--- config.mk ---
export PLATFORM = sky130hd
export DESIGN_NAME = mult_div_unit
export DESIGN_NICKNAME = d
export VERILOG_FILES = /design/src/rtl/mult_div_pkg.sv /design/src/rtl/mult_div_unit_div_step.sv /design/src/rtl/mult_div_unit.sv
export SDC_FILE = /design/constraint.sdc
export NUM_CORES = 1
export LEC_CHECK = 0
export CAP_MARGIN = 20
export CORE_ASPECT_RATIO = 1.5
export CORE_UTILIZATION = 47
export DETAILED_ROUTE_END_ITERATION = 7
export PLACE_DENSITY_LB_ADDON = 0.15
export SLEW_MARGIN = 15
export SYNTH_ARGS = -nofsm -noshare
export SYNTH_HDL_FRONTEND = slang
export SYNTH_SLANG_ARGS = --single-unit
--- constraint.sdc ---
create_clock -name clk -period 3.7 [get_ports clk]
set_input_delay 0.37 -clock clk [delete_from_list [all_inputs] [get_ports clk]]
set_output_delay 0.37 -clock clk [all_outputs]
set_load 0.02 [all_outputs]
--- src/rtl/mult_div_pkg.sv ---
// Shared types and constants for the multicycle signed MULT/DIV engine.
// The optional divide-by-zero exception is enabled by defining MULTDIV_DIVZERO_EXC_EN.
package mult_div_pkg;

  localparam int MDU_WIDTH = 32;

  typedef enum logic [2:0] {
    S_IDLE = 3'd0,
    S_MULT = 3'd1,
    S_DIV  = 3'd2,
    S_FIX  = 3'd3,
    S_DONE = 3'd4
  } state_e;

  typedef enum logic {
    OP_MULT = 1'b0,
    OP_DIV  = 1'b1
  } op_e;

  // One extra bit so the counter can hold WIDTH itself (setup cycle + WIDTH steps).
  function automatic int cnt_width(input int w);
    return $clog2(w) + 1;
  endfunction

endpackage

--- src/rtl/mult_div_unit_div_step.sv ---
// One restoring-division step: shift in the next dividend bit, trial-subtract the divisor,
// keep the difference when it did not borrow.
module div_step
  import mult_div_pkg::*;
#(
  parameter int WIDTH = MDU_WIDTH
) (
  input  logic [WIDTH-1:0] rem_i,
  input  logic             dvd_bit_i,
  input  logic [WIDTH-1:0] divisor_i,
  output logic [WIDTH:0]   rem_o,
  output logic             q_bit_o
);

  logic [WIDTH:0]   shifted;
  logic [WIDTH+1:0] diff;

  // NOTE: every output of a combinational block is assigned on every path, so no latch is inferred.
  always_comb begin
    shifted = {rem_i, dvd_bit_i};
    diff    = {1'b0, shifted} - {2'b00, divisor_i};
    q_bit_o = ~diff[WIDTH+1];
    rem_o   = q_bit_o ? diff[WIDTH:0] : shifted;
  end

endmodule

--- src/rtl/mult_div_unit.sv ---
// Multicycle signed MULT (radix-2 Booth) / DIV (restoring) engine for the control FSM.
// Define MULTDIV_DIVZERO_EXC_EN to short-circuit divide-by-zero and raise div_zero.
module mult_div_unit
  import mult_div_pkg::*;
#(
  parameter int WIDTH = MDU_WIDTH
) (
  input  logic             clk,
  input  logic             reset,
  input  logic             start_mult,
  input  logic             start_div,
  input  logic [WIDTH-1:0] a,
  input  logic [WIDTH-1:0] b,
  output logic [WIDTH-1:0] hi,
  output logic [WIDTH-1:0] lo,
  output logic             busy,
  output logic             done,
  output logic             div_zero
);

  localparam int             CNT_W     = cnt_width(WIDTH);
  localparam logic [CNT_W-1:0] LAST_STEP = CNT_W'(WIDTH);

  state_e state_q, state_d;
  op_e    op_q, op_d;

  logic [WIDTH-1:0] a_q, a_d, b_q, b_d;
  logic [WIDTH-1:0] q_q, q_d;
  logic [WIDTH-1:0] hi_q, hi_d, lo_q, lo_d;
  logic [WIDTH:0]   acc_q, acc_d, m_q, m_d;
  logic             q_1_q, q_1_d;
  logic [CNT_W-1:0] cnt_q, cnt_d;

  logic             accept_mult, accept_div;
  logic [WIDTH:0]   booth_sum;
  logic [WIDTH-1:0] a_abs, b_abs;
  logic [WIDTH:0]   step_rem;
  logic             step_qbit;

`ifdef MULTDIV_DIVZERO_EXC_EN
  logic dz_q, dz_d;
  logic b_is_zero;
  assign b_is_zero = (b == '0);
`endif

  // Only IDLE listens to the starts; mult wins a tie.
  assign accept_mult = (state_q == S_IDLE) && start_mult;
  assign accept_div  = (state_q == S_IDLE) && !start_mult && start_div;

  // State register.
  // NOTE: sequential state uses non-blocking assignments so all flops update from pre-edge values.
  always_ff @(posedge clk) begin
    if (reset) state_q <= S_IDLE;
    else       state_q <= state_d;
  end

  // Next-state logic.
  always_comb begin
    state_d = state_q;
    case (state_q)
      S_IDLE: begin
        if (accept_mult) begin
          state_d = S_MULT;
        end else if (accept_div) begin
`ifdef MULTDIV_DIVZERO_EXC_EN
          state_d = b_is_zero ? S_DONE : S_DIV;
`else
          state_d = S_DIV;
`endif
        end
      end
      S_MULT:  if (cnt_q == LAST_STEP) state_d = S_FIX;
      S_DIV:   if (cnt_q == LAST_STEP) state_d = S_FIX;
      S_FIX:   state_d = S_DONE;
      S_DONE:  state_d = S_IDLE;
      default: state_d = S_IDLE;
    endcase
  end

  // Outputs decoded from state.
  always_comb begin
    busy = (state_q != S_IDLE);
    done = (state_q == S_DONE);
`ifdef MULTDIV_DIVZERO_EXC_EN
    div_zero = done && dz_q;
`else
    div_zero = 1'b0;
`endif
  end

  div_step #(.WIDTH(WIDTH)) u_div_step (
    .rem_i     (acc_q[WIDTH-1:0]),
    .dvd_bit_i (q_q[WIDTH-1]),
    .divisor_i (m_q[WIDTH-1:0]),
    .rem_o     (step_rem),
    .q_bit_o   (step_qbit)
  );

  // Datapath: cnt 0 is a setup cycle, cnt 1..WIDTH perform one step each.
  always_comb begin
    a_d   = a_q;
    b_d   = b_q;
    op_d  = op_q;
    q_d   = q_q;
    acc_d = acc_q;
    m_d   = m_q;
    q_1_d = q_1_q;
    cnt_d = cnt_q;
    hi_d  = hi_q;
    lo_d  = lo_q;
`ifdef MULTDIV_DIVZERO_EXC_EN
    dz_d  = dz_q;
`endif

    case ({q_q[0], q_1_q})
      2'b01:   booth_sum = acc_q + m_q;
      2'b10:   booth_sum = acc_q - m_q;
      default: booth_sum = acc_q;
    endcase

    a_abs = a_q[WIDTH-1] ? -a_q : a_q;
    b_abs = b_q[WIDTH-1] ? -b_q : b_q;

    case (state_q)
      S_IDLE: begin
        if (accept_mult || accept_div) begin
          a_d   = a;
          b_d   = b;
          cnt_d = '0;
          op_d  = accept_div ? OP_DIV : OP_MULT;
`ifdef MULTDIV_DIVZERO_EXC_EN
          dz_d  = accept_div && b_is_zero;
`endif
        end
      end
      S_MULT: begin
        cnt_d = cnt_q + 1'b1;
        if (cnt_q == '0) begin
          acc_d = '0;
          q_d   = b_q;
          q_1_d = 1'b0;
          m_d   = {a_q[WIDTH-1], a_q};
        end else begin
          // Arithmetic shift right of {acc, q, q_1}; acc carries a guard bit for -2^(WIDTH-1).
          acc_d = {booth_sum[WIDTH], booth_sum[WIDTH:1]};
          q_d   = {booth_sum[0], q_q[WIDTH-1:1]};
          q_1_d = q_q[0];
        end
      end
      S_DIV: begin
        cnt_d = cnt_q + 1'b1;
        if (cnt_q == '0) begin
          acc_d = '0;
          q_d   = a_abs;
          m_d   = {1'b0, b_abs};
        end else begin
          acc_d = step_rem;
          q_d   = {q_q[WIDTH-2:0], step_qbit};
        end
      end
      S_FIX: begin
        if (op_q == OP_MULT) begin
          hi_d = acc_q[WIDTH-1:0];
          lo_d = q_q;
        end else begin
          // Truncating division: remainder follows the dividend's sign.
          lo_d = (a_q[WIDTH-1] ^ b_q[WIDTH-1]) ? -q_q : q_q;
          hi_d = a_q[WIDTH-1] ? -acc_q[WIDTH-1:0] : acc_q[WIDTH-1:0];
        end
      end
      default: ;
    endcase
  end

  always_ff @(posedge clk) begin
    if (reset) begin
      a_q   <= '0;
      b_q   <= '0;
      op_q  <= OP_MULT;
      q_q   <= '0;
      acc_q <= '0;
      m_q   <= '0;
      q_1_q <= 1'b0;
      cnt_q <= '0;
      hi_q  <= '0;
      lo_q  <= '0;
`ifdef MULTDIV_DIVZERO_EXC_EN
      dz_q  <= 1'b0;
`endif
    end else begin
      a_q   <= a_d;
      b_q   <= b_d;
      op_q  <= op_d;
      q_q   <= q_d;
      acc_q <= acc_d;
      m_q   <= m_d;
      q_1_q <= q_1_d;
      cnt_q <= cnt_d;
      hi_q  <= hi_d;
      lo_q  <= lo_d;
`ifdef MULTDIV_DIVZERO_EXC_EN
      dz_q  <= dz_d;
`endif
    end
  end

  assign hi = hi_q;
  assign lo = lo_q;

endmodule

==> results of run 1 <==
==> layout by cell type (no fill, tap or decap), types with 29 or more instances in the layout <==
cell,n
a211oi_1,107
a21o_1,32
a21oi_1,238
a31oi_1,30
and3_1,31
buf_4,216
clkdlybuf4s50_1,132
dfxtp_1,235
ha_1,66
inv_1,65
nand2_1,291
nor2_1,248
nor3_1,60
o21ai_0,85
o21ai_1,48
o31ai_1,29
xnor2_1,109
xor2_1,85
==> what timing repair did <==
item                       in CTS  in global routing
setup endpoints to repair      11                 17
buffers inserted                1                  5
gates resized for setup        19                 65
pin swaps                       2                 10
==> worst max-delay path: cells and delay by family, from the launching register on <==
family / cells / cell delay (ns)
flip-flops: 1 / 0.31
AND/OR/NAND/NOR: 8 / 1.82
multiplexers: 1 / 0.25
adder cells (fa/ha/maj): 1 / 0.34
buffers and inverters: 1 / 0.16
XOR/XNOR: 2 / 0.31
AO/OA/AOI/OAI: 3 / 0.54
==> worst max-delay path by stage <==
stage	from	to	slack [ns]
2_1_floorplan	m_q[23]	acc_q[32]	-0.009
3_3_place_gp	m_q[5]	acc_q[31]	-0.24
3_5_place_dp	m_q[5]	acc_q[31]	-0.25
4_1_cts	m_q[8]	acc_q[31]	-0.09
5_1_grt	m_q[8]	acc_q[31]	-0.32
6_report	m_q[23]	acc_q[31]	-0.09
==> routing by layer <==
layer,share of wire [%],track usage [%],up-vias
li1,-,-,8776
met1,37,35.0,8466
met2,50,57.7,589
met3,4.0,3.12,237
met4,9.0,26.5,0
met5,0,0,-
==> logic make-up (layout without fill, tap and decap cells) <==
family,after synthesis,after routing,synth area share [%]
buffers and inverters,232,472,5.19
multiplexers,15,15,1.58
XOR/XNOR,195,195,10.1
flip-flops,237,237,27.9
AO/OA/AOI/OAI,742,742,27.7
other,1,1,0.0221
AND/OR/NAND/NOR,817,817,22.0
adder cells (fa/ha/maj),74,74,5.54
==> power by group through the flow <==
stage / logic, mW / registers (mW) / clock network, mW
finish: 14.2 / 3.58 / 2.72
global route: 15.4 / 3.62 / 2.84
CTS: 13.5 / 3.56 / 2.75
detailed placement: 13.3 / 3.62 / 0
global placement: 13.2 / 3.60 / 0
floorplan: 8.23 / 3.52 / 0
==> through the flow <==
stage / hold WS (ns) / instance area [sq um]
6_report: 0.358 / 21300
5_1_grt: 0.363 / 21300
4_1_cts: 0.338 / 21000
3_5_place_dp: 0.453 / 20100
3_3_place_gp: 0.441 / 20100
2_1_floorplan: 0.432 / 17000
==> sequential cells by signal, indices dropped and copies added (netlist names) <==
| signal | cells |
|---|---|
| hi | 32 |
| q_1_q | 1 |
| op_q | 1 |
| lo | 32 |
| state_q | 3 |
| b_q | 32 |
| cnt_q | 6 |
| acc_q | 33 |
| m_q | 33 |
| q_q | 32 |
| a_q | 32 |
==> cell type report <==
| cell class | count | area share [%] |
|---|---|---|
| multi-input cells | 1844 | 55.1 |
| clock inverters | 8 | 0.598 |
| repair buffers | 360 | 14.7 |
| well taps | 473 | 2.77 |
| clock buffers | 37 | 3.43 |
| inverters | 67 | 1.18 |
| flip-flops and latches | 237 | 22.2 |
==> metrics, run 1 <==
Setup Viol. Count Final=2; main flop type after synthesis=dfxtp_1; RSZ-0062 raised after global routing=true; sequential cell area=0.00475 sq mm; violated checks=setup timing; Crit-path slowest cell=or4b_4; DIE HEIGHT=235 microns; crit path kind=register to register; Post-synth EDFFs=0; Slew Limit Fails=0; Register-to-Register Path Depth=16; hold path startpoint=a[1]; FF+latch count, synth=237; Crit Path Max Fanout=7; Yosys cell types=77; cell mode on critical path=nor2_1; top-area cell type share of the netlist area=27.9%; core area=0.0353 sq mm; clock-pin slew on the worst setup and hold paths=0.07 ns; final critical-path setup slack=-0.0874 ns; port bufs=133; count leader, synth=nand2_1; gr usage total=32.7%; antenna violations before repair=0; largest net degree at the start of global routing=128; grt total ovfl=0; clock tree from TritonCTS=built; peak supply drop=0.443 mV; largest area contributor in the netlist=dfxtp_1; number of fill cells=3373; multi-input logic area=0.0118 sq mm; DRC=0; power share of the combinational group=69.3%; Max Clock Freq=264 MHz; PwrDens=962 mW/mm^2; Commonest cells post-synth=293 x nand2_1, 257 x nor2_1, 249 x a21oi_1, 237 x dfxtp_1, 139 x clkbuf_1; Fin Setup TNS=-0.137 ns; outcome=finished with violations; die area=0.0369 sq mm; Final HPWL DP=46600 microns; Clock Sinks=237; RR Endpoint=acc_q[31]; vias per inst=5.97; clk buf depth=3; via count=18100; Hold Path Depth=3; first-pass GRT wire length=94300 microns; net switching fraction of the power=47.1%; crit path time final=3.79 ns; syn_nets=2455; P_int=10.9 mW; R2R Setup Slk=-0.09 ns; dpl ws=-0.251 ns; Routed WL=61400 microns; H-tree Lvls=1; Psw=9.68 mW; ratio of cells with drive above 1 in the final layout=13.7%; First-pass DRT Iterations=6; cts hold-fix bufs=0; Synth async-reset ratio=0%; Synth Instances=2313; row count=84; Worst Tran Pin Value=1.08 ns; Final Hold Vio Count=0; initial core utilization=48.1%; final core occ=60.4%; Clock Latency Late Sink=0.56 ns; Slew HR=28.1%; Cell Area, Synth=0.0170 sq mm; max-capacitance violation count=0; Critical Path AT=4.25 ns; ratio of final minimum period to clock period=102%; P_leak=8.10 nW; Clock power frac=13.2%; CTS Buf Count=26; Finished Layout Cells=3026; worst min path class=input pin to register; Seq/Total Area, Yosys=27.9%; ant diodes=0; top cells by area, synth=dfxtp_1 28%, a21oi_1 7.3%, nand2_1 6.5%; Placed Instances=2975; sequential cell fraction of total power=17.4%; vias in the first global route=17600; gp weighted congestion=1.00; critical-path cell list=or4_4, or4b_4, nor2_2, nor2_1, xnor2_1, ha_2, buf_4, nand2_1, nor2_1, nand3_1, and3_1, mux2_4, a211o_1, xor2_1, a21oi_2, a311oi_1; CP endpoint kind=register; Clock Tree Root=clkbuf_16; Power, Total=20.5 mW; # nets final=2678; Max stage delay on crit path=0.56 ns; critical path startpoint category=register; DR WL/cell=20.3 microns; ANT nets after route=0; worst hold endpoint=a_q[1]; initial DRC count=1107; area grow syn2layout=25.7%; Die X=157 microns; Worst R2R Start=m_q[23]; worst path required time=4.17 ns; syn avg cell area=7.34 sq um; # IOs=135; Syn. warnings=0; clk_skew=0.0124 ns
(Power assumes the default switching activity.)
==> inputs of run 2 (changes only) <==
--- a/config.mk
+++ b/config.mk
@@ -9,6 +9,7 @@
 export CORE_ASPECT_RATIO = 1.5
 export CORE_UTILIZATION = 47
 export DETAILED_ROUTE_END_ITERATION = 7
+export GPL_TIMING_DRIVEN = 0
 export PLACE_DENSITY_LB_ADDON = 0.15
 export SLEW_MARGIN = 15
 export SYNTH_ARGS = -nofsm -noshare
==> run 2 against run 1 <==
The run still ends with setup timing left. Setup slack worse by 0.22 ns. Die area stayed put. Flip-flop and latch count unchanged. Clock-buffer cell count shrank 6. Largest power group unchanged.
==> metrics, run 2 (synthesis results as in run 1) <==
initial DRC count=1540 (was 1107); ratio of final minimum period to clock period=108% (was 102%); worst min path class=input pin to register (unchanged); Worst R2R Start=m_q[21] (was m_q[23]); port bufs=133 (unchanged); Final Hold Vio Count=0 (unchanged); Largest regs=acc_q: 33 flops, m_q: 33 flops (unchanged); DRC=0 (unchanged); Worst Tran Pin Value=1.18 ns (was 1.08 ns); R2R Setup Slk=-0.31 ns (was -0.09 ns); Final HPWL DP=57900 microns (was 46600 microns); ratio of cells with drive above 1 in the final layout=14.1% (was 13.7%); crit path kind=register to register (unchanged); violated checks=setup timing (unchanged); area grow syn2layout=29.1% (was 25.7%); initial core utilization=48.1% (unchanged); Setup Viol. Count Final=14 (was 2); outcome=finished with violations (unchanged); # nets final=2716 (was 2678); core area=0.0353 sq mm (unchanged); Max Clock Freq=250 MHz (was 264 MHz); clock-pin slew on the worst setup and hold paths=0.07 ns (about the same); final critical-path setup slack=-0.307 ns (was -0.0874 ns); DR WL/cell=25.1 microns (was 20.3 microns); Slew Limit Fails=0 (unchanged); vias in the first global route=19100 (was 17600); clk buf depth=3 (unchanged); First-pass DRT Iterations=6 (unchanged); Die X=157 microns (unchanged); die area=0.0369 sq mm (unchanged); row count=84 (unchanged); antenna violations before repair=1 (was 0); commonest non-fill, non-tap cell in the layout=nand2_1 (unchanged); Register-to-Register Path Depth=16 (unchanged); Power, Total=22.6 mW (was 20.5 mW); number of fill cells=3338 (was 3373); Clock Sinks=237 (unchanged); P_leak=7.86 nW (was 8.10 nW); cts hold-fix bufs=0 (unchanged); RSZ-0062 raised after global routing=true (unchanged); CP endpoint kind=register (unchanged); Critical Path AT=4.48 ns (was 4.25 ns); CP Capture Point=acc_q[31] (unchanged); most frequent cells in the layout=281 x nand2_1, 249 x nor2_1, 224 x a21oi_1, 217 x dfxtp_1, 133 x clkdlybuf4s50_1 (was 291 x nand2_1, 248 x nor2_1, 238 x a21oi_1, 235 x dfxtp_1, 216 x buf_4); # IOs=135 (unchanged); largest net degree at the start of global routing=15 (was 128); RR Endpoint=acc_q[31] (unchanged); Routed WL=76800 microns (was 61400 microns); clock tree from TritonCTS=built (unchanged); clk_skew=0.0176 ns (was 0.0124 ns); grt total ovfl=0 (unchanged); critical path startpoint category=register (unchanged); Crit Path Max Fanout=4 (was 7); first-pass GRT wire length=113000 microns (was 94300 microns); crit path time final=4.01 ns (was 3.79 ns); H-tree Lvls=1 (unchanged); Slew HR=21.6% (was 28.1%); DIE HEIGHT=235 microns (unchanged); gr usage total=41.0% (was 32.7%); vias per inst=6.33 (was 5.97); peak supply drop=0.684 mV (was 0.443 mV); via count=19400 (was 18100); ANT nets after route=0 (unchanged); Clock Latency Late Sink=0.57 ns (was 0.56 ns); gp weighted congestion=1.04 (was 1.00); Fin Setup TNS=-1.89 ns (was -0.137 ns); CTS Buf Count=25 (was 26); worst path required time=4.17 ns (about the same); Clock Tree Root=clkbuf_16 (unchanged); PwrDens=1030 mW/mm^2 (was 962 mW/mm^2); critical path launch point=m_q[21] (was m_q[23]); max-capacitance violation count=0 (unchanged)
-- run 2: changes by cell type in the layout (fill, tap and decap cells not counted), moves of 16 or more --
cell      change
buf_1        +19
buf_4       -128
buf_6        +16
clkbuf_1    +121
dfxtp_1      -18
ha_1         -16
-- run 2: layout make-up --
type / count / area [sq um] / area share [%]
Antenna cell: 1 / 2.50 / 0.0114
Buffer: 156 / 648 / 2.95
Clock buffer: 31 / 668 / 3.05
Clock inverter: 12 / 109 / 0.496
Inverter: 67 / 254 / 1.16
Multi-Input combinational cell: 1844 / 12600 / 57.5
Sequential cell: 237 / 4790 / 21.8
Tap cell: 473 / 592 / 2.70
Timing Repair Buffer: 243 / 2260 / 10.3
-- run 2: worst max-delay path, stage by stage, from the launching register on --
cell,delay [ns]
dfxtp_4,0.36
or4_4,0.53
or4b_4,0.54
nor2_1,0.11
o21ai_1,0.08
xnor2_1,0.14
ha_2,0.23
buf_4,0.14
o21a_1,0.19
o21a_1,0.21
a31oi_4,0.20
nor2_1,0.06
mux2_4,0.29
a211o_4,0.30
xor2_2,0.14
a21oi_2,0.09
a311oi_2,0.30
-- run 2: routing by layer --
layer | vias to the layer above | global-route usage [%] | wire [microns]
met5 | - | 0 | 0
met4 | 0 | 39.4 | 7940
met3 | 375 | 7.51 | 5230
met2 | 986 | 70.2 | 38000
met1 | 9158 | 40.8 | 25600
li1 | 8870 | - | -
-- run 2: report_power, final --
part	total (mW)	internal (mW)	leakage (nW)	switching, mW
clock network	2.52	1.36	0.381	1.16
logic	16.3	6.88	5.53	9.38
registers	3.86	2.99	1.95	0.873
-- run 2: worst min-delay path by stage --
stage	start	to	slack (ns)	depth (start not counted)
final	b[13]	b_q[13]	0.35	3
after global routing	a[10]	a_q[10]	0.37	3
after global placement	q_1_q	q_1_q	0.45	2
after CTS	b[13]	b_q[13]	0.34	3
after floorplan	q_1_q	q_1_q	0.43	2
after detailed placement	q_1_q	q_1_q	0.45	2
-- run 2: timing repair --
| action | 4_1_cts | 5_1_grt |
|---|---|---|
| endpoints found under the setup margin | 34 | 59 |
| buffers inserted | 57 | 56 |
| gates cloned | 0 | 0 |
| pin swaps | 63 | 96 |
| resized for setup | 179 | 142 |
-- run 2: through the flow --
stage / setup WS [ns] / util (%) / cell area, sq um / std cells / hold WS [ns]
floorplan: -0.00902 / - / 17000 / 2313 / 0.432
global placement: -2.18 / 53.6 / 18900 / 2919 / 0.446
detailed placement: -1.72 / 53.7 / 19000 / 2919 / 0.447
CTS: -0.313 / 59.2 / 20900 / 3012 / 0.341
global route: -0.431 / 62.1 / 21900 / 3063 / 0.365
finish: -0.307 / 62.1 / 21900 / 3064 / 0.345
